[config.mk]
export PLATFORM = sky130hd
export DESIGN_NAME = mp_sub_serial_flat
export DESIGN_NICKNAME = d
export VERILOG_FILES = /design/src/rtl/mp_sub_serial_pkg.sv /design/src/rtl/mp_sub_serial_if.sv /design/src/rtl/mp_sub_serial_sub_chunk.sv /design/src/rtl/mp_sub_serial.sv /design/src/flat_wrapper.sv
export SDC_FILE = /design/constraint.sdc
export NUM_CORES = 2
export LEC_CHECK = 0
export ABC_AREA = 1
export ABC_CLOCK_PERIOD_IN_PS = 39400
export CAP_MARGIN = 20
export CORE_MARGIN = 3
export CORE_UTILIZATION = 45
export DETAILED_ROUTE_END_ITERATION = 10
export GPL_TIMING_DRIVEN = 1
export PLACE_DENSITY = 0.81
export SETUP_SLACK_MARGIN = 0.15
export SLEW_MARGIN = 20
export SYNTH_ARGS = -nofsm -noshare
export SYNTH_HDL_FRONTEND = slang
export SYNTH_SLANG_ARGS = --single-unit
export TNS_END_PERCENT = 10
[constraint.sdc]
create_clock -name iClk -period 39.4 [get_ports iClk]
set_input_delay 7.88 -clock iClk [delete_from_list [all_inputs] [get_ports iClk]]
set_output_delay 7.88 -clock iClk [all_outputs]
set_load 0.05 [all_outputs]
[src/rtl/mp_sub_serial_pkg.sv]
// -----------------------------------------------------------------------------
// mp_sub_pkg
// Shared types and sizing helpers for the serial multi-precision subtractor.
//   stateT   : controller states (IDLE, CALC, DONE)
//   dbgT     : debug snapshot exported by the top level
//   nChunk   : number of CHUNK-bit slices in a WIDTH-bit operand
//   cntWidth : chunk counter width, never less than one bit
// -----------------------------------------------------------------------------
package mp_sub_pkg;

    typedef enum logic [1:0] {
        IDLE = 2'd0,
        CALC = 2'd1,
        DONE = 2'd2
    } stateT;

    // Debug view of the controller. chunkG/chunkP reflect the slice that is
    // being evaluated this cycle and are only meaningful while in CALC.
    typedef struct packed {
        stateT state;
        logic  borrow;
        logic  chunkG;
        logic  chunkP;
    } dbgT;

    function automatic int nChunk(input int width, input int chunk);
        return width / chunk;
    endfunction

    function automatic int cntWidth(input int n);
        return (n <= 1) ? 1 : $clog2(n);
    endfunction

endpackage

[src/rtl/mp_sub_serial_if.sv]
// -----------------------------------------------------------------------------
// mp_sub_serial_if
// Operand/result bus of the serial subtractor.
//   iValid/oReady : operand handshake (iA, iB, iBin travel with it)
//   oValid/iReady : result handshake (oDiff, oBout, oZero travel with it)
// Handshake rule, both directions: a transfer happens on a rising clock edge
// where valid and ready are both 1; the sender holds its payload stable while
// valid is 1 and ready is 0; valid is never withdrawn by the receiver.
// modport master : the side that supplies operands and consumes results
// modport slave  : the subtractor itself
// -----------------------------------------------------------------------------
interface mp_sub_serial_if #(
    parameter int WIDTH = 256
);
    logic             iValid;
    logic             oReady;
    logic [WIDTH-1:0] iA;
    logic [WIDTH-1:0] iB;
    logic             iBin;
    logic             oValid;
    logic             iReady;
    logic [WIDTH-1:0] oDiff;
    logic             oBout;
    logic             oZero;

    modport master (
        output iValid, iA, iB, iBin, iReady,
        input  oReady, oValid, oDiff, oBout, oZero
    );

    modport slave (
        input  iValid, iA, iB, iBin, iReady,
        output oReady, oValid, oDiff, oBout, oZero
    );
endinterface

[src/rtl/mp_sub_serial_sub_chunk.sv]
// -----------------------------------------------------------------------------
// sub_chunk
// Combinational CHUNK-bit borrow-propagate subtract slice: oDiff = iA - iB - iBin.
//   iA, iB : CHUNK-bit operands
//   iBin   : borrow in
//   oDiff  : CHUNK-bit difference (modulo 2^CHUNK)
//   oBout  : borrow out
//   oG     : slice generates a borrow on its own (iA < iB)
//   oP     : slice passes an incoming borrow through (iA == iB)
// oBout always equals oG | (oP & iBin); G/P are exported so a lookahead
// variant can reuse this slice unchanged.
// -----------------------------------------------------------------------------
module sub_chunk #(
    parameter int CHUNK = 32
) (
    input  logic [CHUNK-1:0] iA,
    input  logic [CHUNK-1:0] iB,
    input  logic             iBin,
    output logic [CHUNK-1:0] oDiff,
    output logic             oBout,
    output logic             oG,
    output logic             oP
);
    // One extra bit catches the borrow: the result goes negative exactly when
    // iA < iB + iBin, which sets the top bit of the widened difference.
    logic [CHUNK:0] wide;

    assign wide  = {1'b0, iA} - {1'b0, iB} - {{CHUNK{1'b0}}, iBin};
    assign oDiff = wide[CHUNK-1:0];
    assign oBout = wide[CHUNK];
    assign oG    = (iA < iB);
    assign oP    = (iA == iB);

endmodule

[src/rtl/mp_sub_serial.sv]
// -----------------------------------------------------------------------------
// mp_sub_serial
// Serial multi-precision subtractor: oDiff = iA - iB - iBin over WIDTH bits,
// one CHUNK-bit slice per clock, least-significant chunk first.
//   iClk  : clock, rising edge
//   iRst  : asynchronous active-high reset
//   bus   : operand/result handshake bus (slave side)
//   oDbg  : controller state, running borrow and current slice G/P
// Timing (accept edge = edge 0): chunks 0..NCHUNK-1 are written on edges
// 1..NCHUNK, which also moves the controller into DONE and registers oBout and
// oZero; oValid rises one edge later (edge NCHUNK+1). oReady returns on the
// edge where the result is taken, so operations are at least NCHUNK+3 cycles
// apart. WIDTH must be a multiple of CHUNK and CHUNK must be at least 1.
// -----------------------------------------------------------------------------
module mp_sub_serial
    import mp_sub_pkg::*;
#(
    parameter int WIDTH = 256,
    parameter int CHUNK = 32
) (
    input  logic                iClk,
    input  logic                iRst,
    mp_sub_serial_if.slave      bus,
    output dbgT                 oDbg
);
    localparam int NCHUNK = nChunk(WIDTH, CHUNK);
    localparam int CW     = cntWidth(NCHUNK);
    localparam logic [CW-1:0] LAST_CNT = CW'(NCHUNK - 1);

    stateT            state;
    logic [CW-1:0]    cnt;
    logic [WIDTH-1:0] aReg;
    logic [WIDTH-1:0] bReg;
    logic             borrow;
    logic [WIDTH-1:0] diffReg;
    logic             boutReg;
    logic             zeroReg;
    logic             readyReg;
    logic             validReg;

    logic [CHUNK-1:0] aChunk;
    logic [CHUNK-1:0] bChunk;
    logic [CHUNK-1:0] sliceDiff;
    logic             sliceBout;
    logic             chunkG;
    logic             chunkP;
    logic [WIDTH-1:0] diffNext;

    // Chunk selection is a constant-index mux rather than a variable part
    // select, keeping every index width exact.
    always_comb begin
        aChunk = '0;
        bChunk = '0;
        for (int k = 0; k < NCHUNK; k++) begin
            if (cnt == CW'(k)) begin
                aChunk = aReg[k*CHUNK +: CHUNK];
                bChunk = bReg[k*CHUNK +: CHUNK];
            end
        end
    end

    sub_chunk #(
        .CHUNK (CHUNK)
    ) uSlice (
        .iA    (aChunk),
        .iB    (bChunk),
        .iBin  (borrow),
        .oDiff (sliceDiff),
        .oBout (sliceBout),
        .oG    (chunkG),
        .oP    (chunkP)
    );

    // Result register with the current chunk replaced; untouched chunks keep
    // their previous contents. Also feeds the zero flag on the final chunk so
    // oZero sees the complete difference on the DONE entry edge.
    always_comb begin
        diffNext = diffReg;
        for (int k = 0; k < NCHUNK; k++) begin
            if (cnt == CW'(k)) begin
                diffNext[k*CHUNK +: CHUNK] = sliceDiff;
            end
        end
    end

    always_ff @(posedge iClk or posedge iRst) begin
        if (iRst) begin
            state    <= IDLE;
            cnt      <= '0;
            aReg     <= '0;
            bReg     <= '0;
            borrow   <= 1'b0;
            diffReg  <= '0;
            boutReg  <= 1'b0;
            zeroReg  <= 1'b0;
            readyReg <= 1'b1;
            validReg <= 1'b0;
        end else begin
            case (state)
                IDLE: begin
                    if (bus.iValid && readyReg) begin
                        aReg     <= bus.iA;
                        bReg     <= bus.iB;
                        borrow   <= bus.iBin;
                        cnt      <= '0;
                        readyReg <= 1'b0;
                        state    <= CALC;
                    end
                end

                CALC: begin
                    diffReg <= diffNext;
                    borrow  <= sliceBout;
                    if (cnt == LAST_CNT) begin
                        cnt     <= '0;
                        boutReg <= sliceBout;
                        zeroReg <= ~|diffNext;
                        state   <= DONE;
                    end else begin
                        cnt <= cnt + 1'b1;
                    end
                end

                DONE: begin
                    // First DONE cycle raises oValid; the transfer can only
                    // complete once the result has been presented.
                    if (!validReg) begin
                        validReg <= 1'b1;
                    end else if (bus.iReady) begin
                        validReg <= 1'b0;
                        readyReg <= 1'b1;
                        state    <= IDLE;
                    end
                end

                default: begin
                    readyReg <= 1'b1;
                    validReg <= 1'b0;
                    state    <= IDLE;
                end
            endcase
        end
    end

    assign bus.oReady = readyReg;
    assign bus.oValid = validReg;
    assign bus.oDiff  = diffReg;
    assign bus.oBout  = boutReg;
    assign bus.oZero  = zeroReg;

    assign oDbg.state  = state;
    assign oDbg.borrow = borrow;
    assign oDbg.chunkG = chunkG;
    assign oDbg.chunkP = chunkP;

endmodule
[src/flat_wrapper.sv]
// flat-port wrapper written by rule: the top's interface ports become plain ports
module mp_sub_serial_flat import mp_sub_pkg::*;
#(
    parameter int WIDTH = 256,
    parameter int CHUNK = 32
)
  (iClk, iRst, oDbg, bus_iValid, bus_iA, bus_iB, bus_iBin, bus_iReady, bus_oReady, bus_oValid, bus_oDiff, bus_oBout, bus_oZero);
  mp_sub_serial_if #(.WIDTH(WIDTH)) bus_i ();
  input  logic iClk;
  input  logic iRst;
  output dbgT oDbg;
  input wire logic [$bits(bus_i.iValid)-1:0] bus_iValid;
  input wire logic [$bits(bus_i.iA)-1:0] bus_iA;
  input wire logic [$bits(bus_i.iB)-1:0] bus_iB;
  input wire logic [$bits(bus_i.iBin)-1:0] bus_iBin;
  input wire logic [$bits(bus_i.iReady)-1:0] bus_iReady;
  output wire logic [$bits(bus_i.oReady)-1:0] bus_oReady;
  output wire logic [$bits(bus_i.oValid)-1:0] bus_oValid;
  output wire logic [$bits(bus_i.oDiff)-1:0] bus_oDiff;
  output wire logic [$bits(bus_i.oBout)-1:0] bus_oBout;
  output wire logic [$bits(bus_i.oZero)-1:0] bus_oZero;
  assign bus_i.iValid = bus_iValid;
  assign bus_i.iA = bus_iA;
  assign bus_i.iB = bus_iB;
  assign bus_i.iBin = bus_iBin;
  assign bus_i.iReady = bus_iReady;
  assign bus_oReady = bus_i.oReady;
  assign bus_oValid = bus_i.oValid;
  assign bus_oDiff = bus_i.oDiff;
  assign bus_oBout = bus_i.oBout;
  assign bus_oZero = bus_i.oZero;
  mp_sub_serial #(.WIDTH(WIDTH), .CHUNK(CHUNK)) u_core (.iClk(iClk), .iRst(iRst), .bus(bus_i), .oDbg(oDbg));
endmodule
# Word-level counts from Yosys, hierarchy flattened
# Index checks and enable logic that the tools add are counted.
# W data, S select, Z words.
[word_totals]
word_cells = 82
n_memories = 0
out_inout_bits = 265
ram_bits = 0
input_bits = 517
rom_bits = 0
reg_bits = 778
latch_bits = 0
[op_classes]
bitwise_logic = 1
n_addsub = 3
n_mul = 0
reduce_logical = 12
n_mux = 41
n_eq_ne = 14
n_lt_le_gt_ge = 1
shifts = 0
n_div = 0
[ops]
columns = ["cell", "n"]
rows = [
  ["$mux W32", 24],
  ["$reduce_or A256 Y1", 1],
  ["$sub A32 B32 Y33", 1],
  ["$sub A33 B1 Y33", 1],
  ["$eq A32 B32 Y1", 1],
  ["$lt A32 B32 Y1", 1],
  ["$eq A3 B3 Y1 const B", 4],
  ["$mux W2", 4],
  ["$reduce_and A4 Y1", 2],
  ["$eq A3 B2 Y1 const B", 2],
  ["$mux W1", 6],
  ["$mux W3", 2],
  ["$ne A2 B1 Y1 const B", 3],
  ["$pmux W2 S3", 1],
  ["$pmux W3 S2", 1],
  ["$reduce_and A2 Y1", 3],
  ["$pmux W1 S2", 2],
  ["$add A3 B1 Y3 const B", 1],
  ["$eq A3 B1 Y1 const B", 1],
  ["$logic_not A3 Y1", 1],
  ["$pmux W1 S3", 1],
  ["$eq A2 B1 Y1 const B", 1],
  ["$eq A2 B2 Y1 const B", 1],
  ["$logic_not A2 Y1", 1],
  ["6 further kinds", 6],
]

# Logic depth before layout (Yosys ltp)
[depth]
word_depth = 14
depth_mapped = 43
mapped_depth_nobuf = 41

# Modules after synthesis
# Synthesis repeated with hierarchy kept, for this count alone.
[hier_totals]
cells_unflattened = 5977
hier_area_um2 = 42290.6
[modules_own_cells]
columns = ["mod", "seq_area_each_um2", "cells_each", "n_inst", "area_each_um2"]
rows = [
  ["mp_sub_serial", 19469.9, 5194, 1, 38141.6],
  ["sub_chunk", 0.0, 783, 1, 4149.0],
]

# Least setup slack after synthesis
# No wires, ideal clock.
[synth_path]
kind = "reg-to-output"
startpoint = "reg u_core.cnt[0]"
endpoint = "out oDbg[1] (netlist bit)"
required_time_ns = 31.520
n_path_buf = 4
setup_slack_ns = 27.646
path_stages_with_launch = 26
arrival_ns = 3.874
path_cell_list = "dfrtp_1 > inv_1 > ha_1 > inv_1 > nor2_1 > buf_2 > inv_1 > nor2_1 > clkbuf_1 > clkbuf_1 > a22oi_1 > o21ai_0 > o21ai_0 > o21ai_0 > o21ai_0 > a22oi_1 > inv_1 > ha_1 > nand2_1 > inv_1 > a221oi_1 > nor4_1 > o21ai_0 > o2111a_1 > o221a_2 > buf_4"
[synth_between]
elab_chain_cells = 10
elab_cells_between_ends = 25
classes_between = "1 x order compare; 7 x eq/ne; 16 x mux; 1 x reduce/logical"
[synth_lines]
columns = ["item", "line_no", "text"]
rows = [
  ["start: declaration", "mp_sub_serial.sv:31", "logic [CW-1:0] cnt;"],
  ["start signal: assignment", "mp_sub_serial.sv:120", "cnt <= cnt + 1'b1;"],
  ["$logic_not A3 Y1", "mp_sub_serial.sv:55", "if (cnt == CW'(k)) begin"],
  ["$mux W32 (8 in series)", "mp_sub_serial.sv:55", ""],
  ["$lt A32 B32 Y1 (*)", "mp_sub_serial_sub_chunk.sv:31", "assign oG = (iA < iB);"],
  ["end: declaration", "flat_wrapper.sv:11", "output dbgT oDbg;"],
]
# Every way passes the cells marked *; elsewhere a longest branch is shown, timed or not.

==> flow_summary.json <==
{
  "fin_area_sq_um": 51500,
  "crit_buf_inv": 7,
  "drive_gt1_frac": 0.0427,
  "grt_antenna_before_repair": 21,
  "clk_pin_slew_ns": 0.06,
  "tightest_slew_ns": 1.21,
  "synth_common_cells": "nand2_1, dfrtp_1, o21ai_0",
  "cts.hold.buffers_added": 0,
  "synth_top_area_frac": 0.488,
  "cts_buffers": 86,
  "worst-path-stages": 19,
  "cts.sinks": 778,
  "die_w_um": 304,
  "io_buffers": 781,
  "fillers": 7809,
  "slowest_stage": "clkdlybuf4s50_1",
  "clk_latency_ns": 0.69,
  "synth_edf_count": 0,
  "reg2reg_depth": 37,
  "io_pins": 782,
  "ys_top_cells_by_area": "dfrtp_1, nand2_1, o21ai_0",
  "placedCellCount": 6879,
  "grt_pass1_wl_um": 253000,
  "syn2layout_area_growth_pct": 29.3,
  "slowest_delay_ns": 0.96,
  "drt_iter0_drc": 5574,
  "syn_inst": 5214,
  "cpMostUsedCell": "inv_1",
  "setup_viol": 0,
  "via_count": 40770,
  "postRouteAntennaNets": 0,
  "cap_viol_max_count": 0,
  "outcome": "finished, final reports clean",
  "synthArstFlopShare": 1.00,
  "cp_cell_sequence": "inv_1 > ha_1 > inv_1 > nor2_4 > buf_4 > buf_4 > a221oi_1 > o211ai_1 > o21ai_0 > o211ai_1 > a22oi_1 > ha_1 > inv_1 > nor3_1 > inv_1 > nor4_1 > nand3_1 > nor4_1 > clkdlybuf4s50_1",
  "tns_ns": 0,
  "placed_cell_area_sq_um": 48400,
  "cp_top_family": "buffers and inverters",
  "drv_slew": 0,
  "overflow": 0,
  "critPathMaxFanout": 56,
  "holdPathStages": 2,
  "endpoint_kind": "primary output",
  "ys_seq_elements": 778,
  "worst_hold_slack_ns": 0.468,
  "hold_viol_final": 0,
  "htree_levels": 3,
  "gp_congestion": 0.987,
  "start_util": 0.456,
  "viasPerCell": 5.78,
  "postCtsSetupRepairBufs": 0,
  "first_pass_iters": 7,
  "ys.warnings.count": 0,
  "core_sq_um": 87300,
  "syn_area_sq_um": 39800,
  "synth-seq-area-share": 0.489,
  "drc": 0,
  "fin_cells": 7053,
  "synth_ff_type": "dfrtp_1",
  "slew_headroom": 0.192,
  "yosys.area.top_type": "dfrtp_1",
  "cts_tree": "yes",
  "rsz0062_at_grt": "false",
  "dieArea_sq_um": 92100,
  "row_count": 108,
  "yosysMostFrequentCell": "nand2_1",
  "period_share": 0.382,
  "startpoint_type": "flop",
  "cts_resized": 0,
  "die_h_um": 304,
  "path_class": "flop to primary output",
  "fin_crit_ns": 15.06,
  "grtUsageTotal": 0.375,
  "required_ns": 31.52,
  "postSynthAreaPerCell_sq_um": 7.64,
  "post-dp-hpwl_um": 131000,
  "worstPathArrival_ns": 7.18,
  "fmaxAchievable_mhz": 66.4,
  "cts_buffer_depth": 3,
  "grt_pass1_vias": 38562,
  "fin_nets": 6429,
  "root_buffer": "clkbuf_16",
  "synth.distinct_cells": 54,
  "hp-class": "flop to flop",
  "syn_nets": 5831,
  "fin_skew_ns": 0.0492,
  "routed_wl_um": 177000,
  "grt_start_max_net_pins": 214,
  "post_drt_wl_per_cell_um": 25.2
}
==> kinds of logic (layout without fill, tap and decap cells) <==
family | count (synthesis) | count (layout) | share of synthesized area
muxes | 12 | 12 | 0.00302
DFF | 778 | 778 | 0.489
adders and majority gates | 100 | 100 | 0.0318
xor gates and xnor gates | 15 | 15 | 0.00452
AOI/OAI and AO/OA | 1096 | 1096 | 0.156
other | 0 | 18 | 0
and+or+nand+nor | 2506 | 2506 | 0.248
buffers and inverters | 707 | 1373 | 0.0670
==> metrics by stage <==
stage / util / setup WS, ns
6_report: 0.590 / 24.34
2_1_floorplan: - / 9.68
3_5_place_dp: 0.555 / 25.48
4_1_cts: 0.589 / 24.77
3_3_place_gp: 0.555 / 25.55
5_1_grt: 0.590 / 23.98
==> per-layer routing <==
layer | vias up | wire length [um] | global-route usage | share of wire
li1 | 18124 | - | - | -
met1 | 19492 | 68100 | 0.499 | 0.38
met2 | 2617 | 76900 | 0.550 | 0.43
met3 | 533 | 21000 | 0.107 | 0.12
met4 | 4 | 11500 | 0.210 | 0.065
met5 | - | 20 | 0 | 0.00011
==> worst register-to-register path: cells and delay by family, from the launching register on <==
family	cells	cell delay, ns
adders and majority gates	3	1.10
DFF	1	0.39
AOI/OAI and AO/OA	10	2.29
and+or+nand+nor	18	2.73
buffers and inverters	6	1.47
==> cells in the final DEF (no fill, tap or decap), types with 20 or more instances in the layout <==
cell type	netlist	routed
nand3_1	210	210
o22ai_1	22	22
clkdlybuf4s50_1	0	781
ha_1	98	96
inv_1	382	374
nand4_1	21	21
a31oi_1	60	60
a22oi_1	63	63
nand2_1	2026	2023
o21a_1	27	27
nor2_1	189	184
dfrtp_1	777	777
clkbuf_16	0	86
o211ai_1	79	79
clkbuf_8	0	20
a21oi_1	91	91
a221oi_1	20	20
o21ai_0	682	682
buf_4	3	42
==> cell type report <==
type | count | area, sq um | area share
diodes | 18 | 45.0 | 0.000875
clock buffers | 122 | 2490 | 0.0483
clock inverters | 34 | 529 | 0.0103
inverters | 388 | 1480 | 0.0288
multi-input cells | 3729 | 17800 | 0.345
flip-flops and latches | 778 | 19500 | 0.378
well taps | 1155 | 1450 | 0.0281
repair buffers | 829 | 8240 | 0.160
==> sequential cells by signal, summed over array words and instances, names as in the netlist <==
name               count
u_core.aReg          256
u_core.state           2
u_core.cnt             3
u_core.bus.oReady      1
u_core.bus.oZero       1
u_core.bReg          256
u_core.borrow          1
u_core.bus.oBout       1
u_core.bus.oValid      1
u_core.bus.oDiff     256
==> worst paths after layout <==
path	to	startpoint	slack, ns
max in group asynchronous	u_core.bus.oDiff[7]	iRst	29.21
worst min register to register	u_core.aReg[139]	u_core.aReg[139]	0.47
worst max register to register	u_core.bus.oZero	u_core.cnt[1]	31.34
min in group asynchronous	u_core.bReg[214]	iRst	7.77
worst min-delay path	u_core.aReg[139]	u_core.aReg[139]	0.47
worst max-delay path	oDbg[0]	u_core.cnt[1]	24.34
Power is left out: the tool's default activity adds up to more than one toggle a clock period on the data nets, which glitch-free logic cannot reach.
